### src/rtl/serdes_window.sv
// serdes_window: moves a window of 1..N words of width W between an external
// wide buffer and word-wide serializer/deserializer streams. Each command
// carries its own length; serialize, deserialize or both run concurrently,
// and a registered done pulse follows the final transfer.
//
// Build option SERDES_WINDOW_ROTATE_EN: when defined, a serialize-only
// command feeds word 0 back into the top of the window so the buffer is
// preserved; when undefined, the vacated word is filled with zero.
module serdes_window #(
  parameter int W = 64,
  parameter int N = 4,
  parameter int L = $clog2(N + 1)
) (
  input  logic           clk,
  input  logic           rst,
  input  logic           cmd_startDes,
  input  logic           cmd_startSer,
  input  logic [L-1:0]   cmd_len,
  output logic           cmd_canReceive,
  input  logic [W*N-1:0] buffer_read,
  output logic [W*N-1:0] buffer_write,
  input  logic [W-1:0]   des,
  input  logic           des_isReady,
  output logic           des_canReceive,
  output logic           des_isLast,
  output logic [W-1:0]   ser,
  output logic           ser_isReady,
  input  logic           ser_canReceive,
  output logic           ser_isLast,
  output logic           busy,
  output logic           done
);

  typedef enum logic {IDLE, ACTIVE} state_t;

  state_t       state_q, state_d;
  logic         is_ser_q, is_ser_d;
  logic         is_des_q, is_des_d;
  logic [L-1:0] len_q, len_d;
  logic [L-1:0] remaining_q, remaining_d;
  logic         done_q, done_d;

  // Clamp a requested length: zero or anything beyond N means a full window.
  function automatic logic [L-1:0] eff_len(input logic [L-1:0] len);
    if (len == '0 || len > L'(N)) eff_len = L'(N);
    else                          eff_len = len;
  endfunction

  // In the accept cycle the command fields come straight from the request
  // so the first transfer can happen with zero latency.
  logic         start;
  logic         active;
  logic         mode_ser;
  logic         mode_des;
  logic [L-1:0] eff;
  logic [L-1:0] rem;
  logic         xfer;
  logic         is_last;

  assign start    = (state_q == IDLE) && (cmd_startDes || cmd_startSer);
  assign active   = (state_q == ACTIVE) || start;
  assign mode_ser = start ? cmd_startSer     : is_ser_q;
  assign mode_des = start ? cmd_startDes     : is_des_q;
  assign eff      = start ? eff_len(cmd_len) : len_q;
  assign rem      = start ? eff_len(cmd_len) : remaining_q;

  assign xfer    = active && (mode_des ? des_isReady : 1'b1)
                          && (mode_ser ? ser_canReceive : 1'b1);
  assign is_last = xfer && (rem == L'(1));

  // Handshakes never depend on the same stream's own valid/ready input.
  assign des_canReceive = active && mode_des && (mode_ser ? ser_canReceive : 1'b1);
  assign ser_isReady    = active && mode_ser && (mode_des ? des_isReady : 1'b1);
  assign des_isLast     = is_last;
  assign ser_isLast     = is_last;
  assign ser            = buffer_read[W-1:0];
  assign cmd_canReceive = (state_q == IDLE);
  assign busy           = (state_q == ACTIVE);
  assign done           = done_q;

  // Word view of the buffer with one zero word past the end, so the
  // "next word" lookup stays in range for the top entry.
  logic [W-1:0] rd_w [N+1];
  logic [W-1:0] ser_fill;
  logic [W-1:0] fill_w;

  // Split the flat buffer into words.
  always_comb begin
    for (int k = 0; k < N; k++) rd_w[k] = buffer_read[k*W +: W];
    rd_w[N] = '0;
  end

`ifdef SERDES_WINDOW_ROTATE_EN
  assign ser_fill = rd_w[0];
`else
  assign ser_fill = '0;
`endif

  assign fill_w = mode_des ? des : ser_fill;

  // Shift the active window down one word per transfer; words past the
  // window pass through untouched.
  always_comb begin
    buffer_write = buffer_read;
    if (xfer) begin
      for (int k = 0; k < N; k++) begin
        if (k < int'(eff) - 1)       buffer_write[k*W +: W] = rd_w[k+1];
        else if (k == int'(eff) - 1) buffer_write[k*W +: W] = fill_w;
      end
    end
  end

  // Next-state: capture the command on accept, count transfers, return to
  // IDLE after the final one and raise done for the following cycle.
  always_comb begin
    state_d     = state_q;
    is_ser_d    = is_ser_q;
    is_des_d    = is_des_q;
    len_d       = len_q;
    remaining_d = remaining_q;
    done_d      = is_last;
    if (start) begin
      is_ser_d = cmd_startSer;
      is_des_d = cmd_startDes;
      len_d    = eff;
      state_d  = ACTIVE;
    end
    if (active) remaining_d = xfer ? rem - L'(1) : rem;
    if (is_last) state_d = IDLE;
  end

  // Control registers; an asynchronous reset aborts any command in flight.
  always_ff @(posedge clk or negedge rst) begin
    if (!rst) begin
      state_q     <= IDLE;
      is_ser_q    <= 1'b0;
      is_des_q    <= 1'b0;
      len_q       <= '0;
      remaining_q <= '0;
      done_q      <= 1'b0;
    end else begin
      state_q     <= state_d;
      is_ser_q    <= is_ser_d;
      is_des_q    <= is_des_d;
      len_q       <= len_d;
      remaining_q <= remaining_d;
      done_q      <= done_d;
    end
  end

endmodule

### config.mk
export PLATFORM = sky130hd
export DESIGN_NAME = serdes_window
export DESIGN_NICKNAME = d
export VERILOG_FILES = /design/src/rtl/serdes_window.sv
export SDC_FILE = /design/constraint.sdc
export NUM_CORES = 1
export LEC_CHECK = 0
export CORE_AREA = 4 4 252 254
export DETAILED_ROUTE_END_ITERATION = 6
export DIE_AREA = 0 0 256 258
export PLACE_DENSITY = 0.4
export SLEW_MARGIN = 20
export SYNTH_ARGS = -nofsm -noshare
export SYNTH_HDL_FRONTEND = slang
export SYNTH_SLANG_ARGS = --single-unit
### constraint.sdc
create_clock -name clk -period 7.8 [get_ports clk]
set_input_delay 2.34 -clock clk [delete_from_list [all_inputs] [get_ports clk]]
set_output_delay 2.34 -clock clk [all_outputs]
set_load 0.02 [all_outputs]
# Word level (Yosys, flattened, before mapping)
# Index checks and enable logic that the tools add are counted.
# totals
reg_bits	10
latch_bits	0
ramBits	0
mem_bits_ro	0
input_bits	329
output_inout_bits	327
elab_cells	52
memories	0
# classes
n_addsub	2
n_mul	0
n_div	0
order_cmp	5
n_eq_ne	4
n_shift	0
mux	20
n_bitwise	1
n_reduce_logical	14
# op_table
cell	count
$mux 64	9
$mux 256	1
$logic_not 32->1	1
$mux 3	4
$eq 3x4->1 const A	2
$logic_and 1x1->1	8
$lt 3x4->1 const A	2
$mux 1	6
$eq 2x4->1 const A	1
$lt 1x4->1 const A	1
$lt 2x4->1 const A	1
$sub 3x1->4 const B	1
$eq 3x1->1 const B	1
$gt 3x3->1 const B	1
$logic_not 3->1	1
$logic_or 1x1->1	3
$sub 3x1->3 const B	1
$reduce_bool 2->1	1
$not 1->1	1

# Logic depth before layout (Yosys ltp)
# logic_depth
depth_word	9
depth_mapped	13
mapped_depth_nobuf	11

# Worst setup path after synthesis
# OpenSTA, ideal clock, no wires.
# synth_path
path_type	input port to output port
start	input cmd_len[0]
end	output buffer_write[192]
arrival_time_ns	5.139
required_time_ns	5.460
slack_ns	0.321
path_stages	12
path_buffers	2
path_cell_list	or2_2 -> ha_1 -> nor2b_1 -> mux2i_1 -> ha_1 -> inv_1 -> a221oi_1 -> a31o_4 -> buf_6 -> clkbuf_1 -> o21ai_0 -> a21oi_1
# synth_between
elab_chain_cells	9
word_cells_on_any_way	11
classes_between	add/sub (1); order compare (2); eq/ne (1); mux (5); reduce/logical (2)
# synth_rtl
element	line_no	source
start: declaration	18	input logic [L-1:0] cmd_len,
$gt 3x3->1 / $logic_not 3->1 (equally long branches)	45	if (len == '0 || len > L'(N)) eff_len = L'(N);
$logic_or 1x1->1	45	
$mux 3 (*)	45	
$mux 3 (*)	64	assign eff = start ? eff_len(cmd_len) : len_q;
$sub 3x1->4 (*)	107, 108	
parallel branches: the longest is 2 deep, another holds $lt 3x4->1	--	
$mux 64 (*)	107	if (k < int'(eff) - 1) buffer_write[k*W +: W] = rd_w[k+1];
$mux 256 (*)	105	if (xfer) begin
end: declaration	21	output logic [W*N-1:0] buffer_write,
# Every way passes the cells marked *.

# Worst setup path after layout
# layout_path
start	input cmd_len[2]
end	output buffer_write[2]
# layout_between
elab_chain_cells	9
word_cells_on_any_way	11
classes_between	add/sub (1); order compare (2); mux (5); reduce/logical (3)
# layout_rtl
element	line_no	source
$gt 3x3->1 / $logic_not 3->1 (equally long branches)	45	
$logic_or 1x1->1 (*)	45	
$mux 3 (*)	45	
$mux 3 (*)	64	
net eff[0]	55	logic [L-1:0] eff;
$sub 3x1->4 (*)	107, 108	
$logic_not 32->1	108	else if (k == int'(eff) - 1) buffer_write[k*W +: W] = fill_w;
$mux 64	108	
$mux 64 (*)	107	
$mux 256 (*)	105	
# Mark *: on every way through the listed nets, which the timed path passes. The rest lies on a longest branch.

==> summary by stage <==
CTS
The maximum clock insertion buffer count is 2. The clock slew at the register clock pins of the worst setup and hold paths is 0.04 ns. The number of hold buffers added after CTS was 0.

Clock tree synthesis selected as its root buffer the cell clkbuf_16. The clock latency on the worst-skew pair is 0.23 ns. TritonCTS built the clock tree. Counting the buffers created by CTS gives 3.

The number of sinks on the clock net is 10. The H-tree depth reported by CTS is 1.

Layout
For this run, the post-layout net count is 2102. The area growth from synthesis to layout is 116%. The utilization after layout is 0.259. The library cells used most frequently in the layout, excluding fill and tap cells, are 401 x clkdlybuf4s50_1, 174 x buf_4, 141 x dlygate4sd2_1, 112 x o21ai_0, 103 x a211oi_1.

The most common cell after layout, fill and taps aside is clkdlybuf4s50_1. The non-filler instance count after layout is 2556. The fraction of layout instances using a drive strength above 1 is 0.194.

Synth
The unique cell type count in the Yosys netlist is 52. Synthesis produced a netlist with a net count of 1467. After synthesis, the cell types taking the most area are a211oi_1 11%, o21ai_0 7.6%, o221ai_1 7.6%, o2bb2ai_1 7.6%, a311oi_1 7.5%. In this run, synthesis produced a sequential element count of 10. The cell type with the largest total area after synthesis is a211oi_1.

The mean area per synthesized cell is 6.48 µm². For this run, the number of Yosys warnings is 0. The instance count of the mapped netlist is 1131. In this run, synthesis inferred 0 flip-flops with an integrated enable.

The dominant synthesized flop cell is dfrtp_1. The area of the mapped netlist is 7330 µm². Of all flip-flops after synthesis, the portion carrying an async set or reset was 1.00. The portion of the post-synthesis area used by sequential elements is 0.0341.

The fraction of synthesized cell area taken by the top area cell type is 0.111.

Routing
The detailed router placed 12700 vias in this run. Wires add up to 69.7 mm. Dividing the detail-routed wire length by the instance count gives 27.3 µm. For this run, the detailed router's first-pass iteration total came to 5. For this run, design rule violations remaining after detail routing come to 0. The starting DRC count in detailed routing is 823.

Once detail routing completed, the nets flagged for antenna violations numbered 0. In the routed layout, each cell is associated on average with a via count of 4.99.

Hold path
The startpoint identified for the worst hold timing path is is_ser_q. The worst hold path terminates at is_ser_q. The number of instances on the worst hold path is 2. In this run the worst hold path is classified as reg -> reg.

STA
Dividing the final minimum period by the clock period gives 0.988. Static timing analysis puts the maximum clock frequency at 130 MHz. The worst max-slew margin expressed relative to the limit is 0.660. For the pin with the worst max-slew slack, the measured transition is 0.510 ns. The final hold violation count is 0. The setup slack of the critical path after layout is 0.0954 ns.

Adding up every negative setup slack in the final design gives 0 ns. The setup violation total in the final timing report is 0. The post-route minimum period is 7.70 ns. The worst hold slack across all endpoints is 0.511 ns. Setup repair after global routing could not meet its margin everywhere. The final-report max-slew violation count is 0. For the final database, setup skew stands at 0.000246 ns.

Outcome
The run finished with clean final reports.

Setup path
The nature of the critical path endpoint is an output port. The start of the worst register-to-register path is busy. The endpoint of the worst register-to-register path is remaining_q[1]. Of all nets on the critical path, the largest fanout is 6. STA classifies the critical path startpoint as an input port. The type of the worst setup path is in -> out. STA puts the critical path data arrival time at 5.36 ns.

Measured in cells, the most critical reg-to-reg path has a length of 6. STA puts the critical path data required time at 5.46 ns. The flop-to-flop setup slack is 5.66 ns.

Place
Prior to clock tree synthesis, the placed netlist has a worst setup slack of -0.704 ns. The detailed placement HPWL is 53.9 mm. The final weighted congestion in routability-driven placement is 0.880. The number of placed instances with taps included is 2534.

The quantity of I/O buffers inserted on ports is 655.

GRT
The via count of the first global-routing pass is 13700. The wire length of the first global-routing pass is 99.2 mm. The initial antenna violation count is 2. Global routing finished with a remaining overflow of 0.

Across every metal layer, demand over resource in global routing totals 0.197. Entering global routing, the biggest net connects 55 pins.

Die
For this configuration, the core starts out at a cell density of 0.120. The die is 258 µm tall. The die boundary width is 256 µm.

The die covers 66000 µm². The placeable core region is 61300 µm². The floorplan has 91 rows.

The top-level port count is 656.

Power
In this run the power density over the cells is 506 nW/µm². The worst-case IR drop observed on VDD is 0.000247 V. The leakage power figure is 6.09 nW.

Job
The count of maximum capacitance violations is 0.
[routing by layer]
metal,global-route usage,vias to the layer above,wire [µm]
met2,0.364,684,35500
met1,0.224,6271,26900
met4,0.0670,2,2590
met3,0.0421,111,4720
met5,0,-,13
li1,-,5677,-
[worst max-delay path by stage]
stage | depth (start not counted) | start | to | slack, ns
after floorplan | 12 | cmd_len[0] | buffer_write[192] | 0.32
after global placement | 13 | cmd_len[0] | buffer_write[116] | -0.71
after detailed placement | 13 | cmd_len[0] | buffer_write[116] | -0.70
after CTS | 13 | cmd_len[1] | buffer_write[88] | 0.02
after global routing | 16 | cmd_len[2] | buffer_write[2] | -0.07
final | 16 | cmd_len[2] | buffer_write[2] | 0.1
[cell usage after synthesis (3+ instances only)]
cell type  instances
and2_1            44
and3_1             3
a211oi_1         108
a221oi_1          21
a32oi_1           21
nor2_1             6
buf_6             11
a311oi_1          63
dfrtp_1           10
or3_1             22
inv_1             71
o21ai_1           17
buf_2             35
buf_4             66
clkbuf_1         111
ha_1               7
mux2i_1            4
a22oi_1           46
o2bb2ai_1         64
nor2b_1            3
o21ai_0          112
nand2_1           71
nand3_1           47
a22o_1             4
a21oi_1           66
o221ai_1          64
buf_1              4
[power by group]
part	switching [mW]	internal, mW
combinational	4.76	3.08
sequential	0.0176	0.0762
clock	0.0223	0.0663
total	4.80	3.22
[cells by family after synthesis]
family	share of synthesized area
xor+xnor	0.00358
fa+ha+maj	0.0119
compound gates	0.598
mux	0.00546
buf+inv	0.205
simple gates	0.143
flops	0.0341
[critical path: stages]
cell and delay, ns:
clkdlybuf4s50_1 0.47, inv_1 0.06, ha_4 0.28, nor2_2 0.05, a22o_1 0.21, buf_4 0.15
ha_1 0.18, nor2b_1 0.12, buf_4 0.15, a211oi_4 0.21, buf_4 0.18, bufbuf_16 0.29
buf_4 0.16, o21ai_0 0.10, o221ai_1 0.08, clkdlybuf4s15_1 0.34
[repair_timing]
action                                  in CTS  in global routing
pin swaps                                   10                  3
cloned                                       6                  0
resized for setup                          395                 66
setup buffers                               12                  0
endpoints found under the setup margin     246                 61
[registers in the layout, summed over array words and instances (netlist names)]
register     count
is_ser_q         1
is_des_q         1
done             1
len_q            3
remaining_q      3
busy             1
[area by class of cell]
class	count	area [µm²]
antenna	2	5.00
clock buffer	3	75.1
fill	6900	45400
inverter	73	275
multi-input combinational	821	5890
sequential	10	250
tap	790	988
timing repair buffer	857	8380
[through the flow]
step | instance area (µm²) | total power, mW
floorplan | 7330 | 3.71
global placement | 15700 | 8.21
detailed placement | 15700 | 8.21
CTS | 15900 | 8.10
global route | 15900 | 8.45
finish | 15900 | 8.02
Power figures use the tool's default switching activity.
